**config.mk**
```make
export PLATFORM = sky130hd
export DESIGN_NAME = top_k_stream_sorter
export DESIGN_NICKNAME = d
export VERILOG_FILES = /design/src/rtl/top_k_pkg.sv /design/src/rtl/top_k_slot.sv /design/src/rtl/top_k_stream_sorter.sv
export SDC_FILE = /design/constraint.sdc
export NUM_CORES = 2
export LEC_CHECK = 0
export CAP_MARGIN = 10
export CORE_UTILIZATION = 50
export CTS_CLUSTER_SIZE = 16
export DETAILED_ROUTE_END_ITERATION = 16
export GPL_TIMING_DRIVEN = 0
export PLACE_DENSITY = 0.76
export SLEW_MARGIN = 20
export SYNTH_ARGS = -nofsm -noshare
export SYNTH_HDL_FRONTEND = slang
export SYNTH_HIERARCHICAL = 1
export SYNTH_SLANG_ARGS = --single-unit
export TNS_END_PERCENT = 10
```
**constraint.sdc**
```tcl
create_clock -name clk -period 2.9 [get_ports clk]
set_input_delay 0.58 -clock clk [delete_from_list [all_inputs] [get_ports clk]]
set_output_delay 0.58 -clock clk [all_outputs]
set_load 0.05 [all_outputs]
```
**src/rtl/top_k_pkg.sv**
```systemverilog
// Shared definitions for the top-K stream sorter.
//   state_e       : controller states; COLLECT is the reset state.
//   SLOT_IDX_W    : slot-index width for the default TOP_K_NUM.
//   slot_idx_w()  : slot-index width for any TOP_K_NUM (never below 1).
package top_k_pkg;

    typedef enum logic {
        COLLECT = 1'b0,
        OUTPUT  = 1'b1
    } state_e;

    localparam int DEF_TOP_K_NUM = 16;
    localparam int SLOT_IDX_W    = $clog2(DEF_TOP_K_NUM);

    function automatic int slot_idx_w(input int k);
        return (k < 2) ? 1 : $clog2(k);
    endfunction

endpackage

```
**src/rtl/top_k_slot.sv**
```systemverilog
// One position of the descending-sorted slot array.
// Config macro: TOP_K_SIGNED_EN selects signed comparison (unsigned default).
//   clk, rst_n        : clock, async active-low reset
//   clr               : synchronous empty
//   in_vld, in_data   : element being inserted this cycle
//   upper_gt          : neighbour above also wants the element (shift from it)
//   upper_val/occ     : neighbour above's current contents
//   gt                : this slot is empty or strictly smaller than in_data
//   val, occ          : slot contents
module top_k_slot
    import top_k_pkg::*;
#(
    parameter int INTEGER_SIZE = 32
) (
    input  logic                    clk,
    input  logic                    rst_n,
    input  logic                    clr,
    input  logic                    in_vld,
    input  logic [INTEGER_SIZE-1:0] in_data,
    input  logic                    upper_gt,
    input  logic [INTEGER_SIZE-1:0] upper_val,
    input  logic                    upper_occ,
    output logic                    gt,
    output logic [INTEGER_SIZE-1:0] val,
    output logic                    occ
);
    logic [INTEGER_SIZE-1:0] val_q, val_d;
    logic                    occ_q, occ_d;
    logic                    in_gt;

`ifdef TOP_K_SIGNED_EN
    assign in_gt = $signed(in_data) > $signed(val_q);
`else
    assign in_gt = in_data > val_q;
`endif

    // Strict compare keeps a new tie below existing equal values.
    assign gt = ~occ_q | in_gt;

    always_comb begin
        val_d = val_q;
        occ_d = occ_q;
        if (clr) begin
            val_d = '0;
            occ_d = 1'b0;
        end else if (in_vld && gt) begin
            // gt is monotone down the array: the first gt slot takes the
            // element, every slot below it takes its upper neighbour.
            if (upper_gt) begin
                val_d = upper_val;
                occ_d = upper_occ;
            end else begin
                val_d = in_data;
                occ_d = 1'b1;
            end
        end
    end

    always_ff @(posedge clk or negedge rst_n) begin
        if (!rst_n) begin
            val_q <= '0;
            occ_q <= 1'b0;
        end else begin
            val_q <= val_d;
            occ_q <= occ_d;
        end
    end

    assign val = val_q;
    assign occ = occ_q;

endmodule

```
**src/rtl/top_k_stream_sorter.sv**
```systemverilog
// Keeps the TOP_K_NUM largest elements of each TLAST-delimited frame and
// emits them as one packed, descending-sorted result (slot 0 in the low bits).
// Config macro: TOP_K_SIGNED_EN selects signed comparison (unsigned default).
//   clk, rst_n         : clock, async active-low reset
//   clear              : synchronous frame abort, overrides both handshakes
//   rx_data_*          : element input stream, one element per cycle
//   tx_data_TDATA/KEEP : packed result and per-slot occupied flags
//   tx_data_TVALID/RDY : result handshake; result held until accepted
module top_k_stream_sorter
    import top_k_pkg::*;
#(
    parameter int TOP_K_NUM    = 16,
    parameter int INTEGER_SIZE = 32
) (
    input  logic                              clk,
    input  logic                              rst_n,
    input  logic                              clear,
    input  logic [INTEGER_SIZE-1:0]           rx_data_TDATA,
    input  logic                              rx_data_TVALID,
    input  logic                              rx_data_TLAST,
    output logic                              rx_data_TREADY,
    output logic [TOP_K_NUM*INTEGER_SIZE-1:0] tx_data_TDATA,
    output logic [TOP_K_NUM-1:0]              tx_data_TKEEP,
    output logic                              tx_data_TVALID,
    input  logic                              tx_data_TREADY
);
    state_e state_q, state_d;
    logic   tvalid_q, tvalid_d;
    logic   tready_q, tready_d;

    logic [TOP_K_NUM-1:0][INTEGER_SIZE-1:0] slot_val;
    logic [TOP_K_NUM-1:0]                   slot_occ;
    logic [TOP_K_NUM-1:0]                   slot_gt;

    logic rx_acc, tx_hs, slot_clr;

    assign rx_acc   = rx_data_TVALID & tready_q;
    assign tx_hs    = tvalid_q & tx_data_TREADY;
    assign slot_clr = clear | tx_hs;

    for (genvar i = 0; i < TOP_K_NUM; i++) begin : g_slot
        logic                    up_gt;
        logic [INTEGER_SIZE-1:0] up_val;
        logic                    up_occ;
        if (i == 0) begin : g_head
            assign up_gt  = 1'b0;
            assign up_val = '0;
            assign up_occ = 1'b0;
        end else begin : g_body
            assign up_gt  = slot_gt[i-1];
            assign up_val = slot_val[i-1];
            assign up_occ = slot_occ[i-1];
        end

        top_k_slot #(.INTEGER_SIZE(INTEGER_SIZE)) u_slot (
            .clk       (clk),
            .rst_n     (rst_n),
            .clr       (slot_clr),
            .in_vld    (rx_acc),
            .in_data   (rx_data_TDATA),
            .upper_gt  (up_gt),
            .upper_val (up_val),
            .upper_occ (up_occ),
            .gt        (slot_gt[i]),
            .val       (slot_val[i]),
            .occ       (slot_occ[i])
        );
    end

    always_comb begin
        state_d  = state_q;
        tvalid_d = tvalid_q;
        tready_d = tready_q;
        if (clear) begin
            state_d  = COLLECT;
            tvalid_d = 1'b0;
            tready_d = 1'b1;
        end else begin
            case (state_q)
                COLLECT: if (rx_acc && rx_data_TLAST) begin
                    state_d  = OUTPUT;
                    tvalid_d = 1'b1;
                    tready_d = 1'b0;
                end
                OUTPUT: if (tx_hs) begin
                    state_d  = COLLECT;
                    tvalid_d = 1'b0;
                    tready_d = 1'b1;
                end
                default: begin
                    state_d  = COLLECT;
                    tvalid_d = 1'b0;
                    tready_d = 1'b1;
                end
            endcase
        end
    end

    always_ff @(posedge clk or negedge rst_n) begin
        if (!rst_n) begin
            state_q  <= COLLECT;
            tvalid_q <= 1'b0;
            tready_q <= 1'b1;
        end else begin
            state_q  <= state_d;
            tvalid_q <= tvalid_d;
            tready_q <= tready_d;
        end
    end

    // Slots are frozen in OUTPUT (no rx accept), so the result is stable
    // straight from the slot registers; empty slots already hold zero.
    assign rx_data_TREADY = tready_q;
    assign tx_data_TVALID = tvalid_q;
    assign tx_data_TDATA  = slot_val;
    assign tx_data_TKEEP  = slot_occ;

endmodule
```
Word level (Yosys, flattened, before mapping)
Cells that the tools add are included.

storage, ports and cells
  logic and storage cells = 229
  input port bits = 38
  bits in registers = 531
  output and inout bits = 530

cells by class
  bitwise operators = 36
  $lt $le $gt $ge = 16
  mux-type cells = 106
  reduce and logical (&&, ||, !) cells = 34
  equal/unequal tests = 2

operators with widths
  cell                                                    count
  two-way mux 32 bit                                      47
  > comparator 32 bit                                     16
  two-way mux 1 bit                                       56
  nonzero test 2 bit                                      16
  logical AND 1 bit                                       17
  inverter 1 bit                                          17
  OR 1 bit                                                17
  case mux 1 bit (2 select lines)                         3
  inequality test 3 x 2 -> 1 bit (second input constant)  1
  inequality test 3 bit (second input constant)           1
  bitwise AND 1 bit                                       2
  AND reduction 2 bit                                     1

Depth between registers and ports, before layout
  depth after elaboration = 5
  depth in mapped cells = 13

Modules after synthesis
The synthesis kept the hierarchy.

modules (own cells, without submodules)
  module               times used  cells each  area each (µm²)
  top_k_slot           16          296         2682.6
  top_k_stream_sorter  1           28          264.0

Worst setup path before layout
Ideal clock, no wire load.

  kind = reg-to-reg
  start = register g_slot[9].u_slot.val_q[14]
  end = register g_slot[10].u_slot.val_q[0]
  buffers on the path = 2
  period minus slack after synthesis = 3423 ps
  cell stages (with the launch flop) = 14
  data arrival time = 3298 ps
  library setup time = 125 ps
  slack = -523 ps
  path through = dfrtp_1 inv_1 ha_1 nand4_1 nor4_1 a21boi_1 o41a_1 o21ai_0 nand2_1 clkbuf_1 buf_1 mux2i_1 nor2_1 mux2_2

on the way
  longest elaborated chain between the ends = 5

RTL lines
  element                 RTL line                   text
  from (decl)             top_k_slot.sv:27           logic [INTEGER_SIZE-1:0] val_q, val_d;
  from (signal assigned)  top_k_slot.sv:64           val_q <= val_d;
  > comparator 32 bit     top_k_slot.sv:34           assign in_gt = in_data > val_q;
  OR 1 bit                top_k_slot.sv:38           assign gt = ~occ_q | in_gt;
  net g_slot[10].up_gt    top_k_stream_sorter.sv:42  logic up_gt;
  two-way mux 32 bit      top_k_slot.sv:49           if (upper_gt) begin
  two-way mux 32 bit      top_k_slot.sv:46           end else if (in_vld && gt) begin
  two-way mux 32 bit      top_k_slot.sv:43           if (clr) begin
  to (signal assigned)    top_k_slot.sv:64
  to (decl)               top_k_slot.sv:27

The timed path passes the listed nets, and every way through them passes these cells. The select of a mux whose other input is x is not followed.
A chain may end at the register's enable or synchronous reset.

Worst setup path in the final report
  start = register g_slot[6].u_slot.val_q[28]
  end = register g_slot[7].u_slot.val_q[16]

on the way
  longest elaborated chain between the ends = 5

RTL lines
  element                 RTL line
  from (decl)             top_k_slot.sv:27
  from (signal assigned)  top_k_slot.sv:64
  > comparator 32 bit     top_k_slot.sv:34
  OR 1 bit                top_k_slot.sv:38
  net g_slot[7].up_gt     top_k_stream_sorter.sv:42
  two-way mux 32 bit      top_k_slot.sv:49
  two-way mux 32 bit      top_k_slot.sv:46
  two-way mux 32 bit      top_k_slot.sv:43
  to (signal assigned)    top_k_slot.sv:64
  to (decl)               top_k_slot.sv:27

The timed path passes the listed nets, and every way through them passes these cells. The select of a mux whose other input is x is not followed.

==> results.toml <==
[run_status]
status = "complete, but fails checks"
violations = "negative setup slack"

[yosys]
synthCells = 4762
avgSynthCellArea_um2 = 9.067
netlist_area_um2 = 43180
yosys_warnings = 6

[pwr]
p_per_area_nw_per_um2 = 392.1
power_mw = 23.16
switchingPower_mw = 7.839
switching_share_pct = 33.85
internal_power_mw = 15.32
p_leak_nw = 28.16
peakVddDrop_mv = 0.4029
combPwrFrac_pct = 28.5
power_frac_seq_pct = 34.0
clkPwrFrac_pct = 37.6

[floorplan]
coreArea_um2 = 85410
row_count = 107
die_area_um2 = 87530
chipWidth_um = 295.9
start_util_pct = 50.55
io_pins = 568
chipHeight_um = 295.9

[clock_tree]
clkLatencyLatePin_ns = 0.63
clock-root-buffer = "clkbuf_16"
cts_inserted_buffers = 68
cts_sinks = 531
cts_tree = "built"
clk_pin_slew_ns = 0.06
htree_levels = 3
cts.path.max_buffers = 3

[worst_setup_path]
slowest_delay_ns = 0.40
cp_top_family = "compound AO/OA/AOI/OAI gates"
criticalPathCategory = "reg -> reg"
crit_top_cell = "nor2_1"
start_kind = "register"
cp_data_arrival_time_ns = 3.51
crit_slowest_cell = "dfrtp_2"
reg2reg_depth = 13
path_max_fanout = 5
crit_chain = "inv_1 -> ha_1 -> nand4_1 -> nor2_1 -> a221o_1 -> a211o_1 -> o21ai_2 -> nand2_2 -> buf_12 -> clkbuf_16 -> mux2i_1 -> nor2_1 -> mux2_2"
path_depth = 13
path_buf_inv = 3
endpoint_kind = "register"
required_ns = 3.40

[drt]
first_iter_violations = 3409
drt-total-wl_um = 175500
firstDrtPassIters = 6
viasPerCell = 5.942
num_vias = 41220
drc = 0
ant_nets = 0
post_drt_wl_per_cell_um = 25.30

[timing]
finClkSkew_ns = 0.03092
finalHoldViolCount = 0
max_clock_freq_mhz = 332.6
worst_slack_ns = -0.1070
setup_tns_ns = -6.158
slew_violations = 0
min_period_over_period_pct = 103.7
worstMarginPinSlew_ns = 0.8194
hold_slack_ns = 0.4705
setup_viol_count_final = 163
maxSlewHeadroom_pct = 45.37
rsz0062_at_grt = "yes"
finalCriticalPeriod_ns = 3.007

[finish]
fin_area_um2 = 59060
area_growth_pct = 36.79
drive_above_1_share_pct = 28.69
n_fill_cell = 6315
fin_cells = 6937
fin_util_pct = 69.15
layout.nets = 6286

[global_route]
grt_pass1_wl_um = 236100
gr-total-overflow = 0
grt_use_total_pct = 36.12
grt_pass1_vias = 39420
grt_max_degree = 94
antenna_found_initial = 3

[placed_design]
pre_cts_ws_ns = -1.100
place_area_um2 = 51740
port_buffers = 567
place_inst = 6532
dp.final_hpwl_um = 120300
gp_congestion = 0.9580

[run]
drv_cap = 0

[hold_path]
hp-class = "in -> async"
what timing repair did:
item	CTS	global route
resized for setup	145	394
hold endpoints to repair	46	0
gates cloned	3	32
setup endpoints to repair	495	477
hold buffers	1	0
pin swaps	62	137
buffers inserted	59	183
power groups by stage:
stage | Clock (mW) | Combinational [mW] | Sequential, mW
5_1_grt | 9.04 | 6.95 | 7.87
3_3_place_gp | 0 | 5.38 | 8.03
3_5_place_dp | 0 | 5.56 | 8.00
2_1_floorplan | 0 | 3.11 | 8.45
4_1_cts | 8.76 | 5.77 | 7.87
6_report | 8.70 | 6.59 | 7.87
flip-flops by register name (all words and copies together), names as in the netlist:
register / cells
state_q: 1
tx_data_TVALID: 1
rx_data_TREADY: 1
g_slot.u_slot/occ: 16
g_slot.u_slot/val: 512
final cells by class:
type / instances / area (µm²) / area share [%]
Multi-Input combinational cell: 3481 / 28540 / 48.32
Sequential cell: 531 / 13650 / 23.11
Timing Repair Buffer: 871 / 8979 / 15.20
Buffer: 239 / 2186 / 3.701
Clock buffer: 108 / 2064 / 3.495
Inverter: 544 / 2042 / 3.457
Tap cell: 1144 / 1431 / 2.423
Clock inverter: 18 / 166.4 / 0.2818
Antenna cell: 1 / 2.502 / 0.004237
layout by cell type (no fill, tap or decap), types with 17 or more instances in the layout:
master and instances:
nand3_1 63, a21oi_2 23, clkdlybuf4s50_1 534, nor2b_1 32
buf_12 46, buf_4 261, nor4_4 19, nand4_1 96
buf_6 76, mux2i_1 459, buf_8 20, o21ai_0 40
mux2_2 495, conb_1 34, ha_4 69, nand2_1 106
inv_2 60, mux2i_4 20, clkbuf_16 105, a21oi_1 187
dfrtp_1 240, mux2i_2 33, clkbuf_8 20, ha_1 443
nor2_1 1063, clkbuf_1 136, mux2_4 17, dfrtp_2 290
o21a_1 32, inv_1 484
metal layers:
layer | vias to the layer above | GRT usage [%] | part of all wire (%)
li1 | 18240 | - | -
met1 | 19870 | 41.82 | 36
met2 | 2259 | 59.01 | 45
met3 | 854 | 8.619 | 11
met4 | 2 | 24.98 | 8.8
met5 | - | 0 | 0.0057
worst paths after layout:
path / start / slack, ns / endpoint
worst min register to register: rx_data_TREADY$_DFFE_PN1P_ / 0.54 / rx_data_TREADY$_DFFE_PN1P_
worst min-delay path: rst_n / 0.47 / g_slot[10].u_slot/val[23]$_DFFE_PN0P_
min in group clk: rx_data_TDATA[31] / 0.53 / g_slot[13].u_slot/val[31]$_DFFE_PN0P_
max in group asynchronous: rst_n / 0.76 / g_slot[1].u_slot/val[9]$_DFFE_PN0P_
worst max-delay path: g_slot[6].u_slot/val[28]$_DFFE_PN0P_ / -0.11 / g_slot[7].u_slot/val[16]$_DFFE_PN0P_
worst max register to register: g_slot[6].u_slot/val[28]$_DFFE_PN0P_ / -0.11 / g_slot[7].u_slot/val[16]$_DFFE_PN0P_
Note: power is estimated with default switching activity, not from simulation.
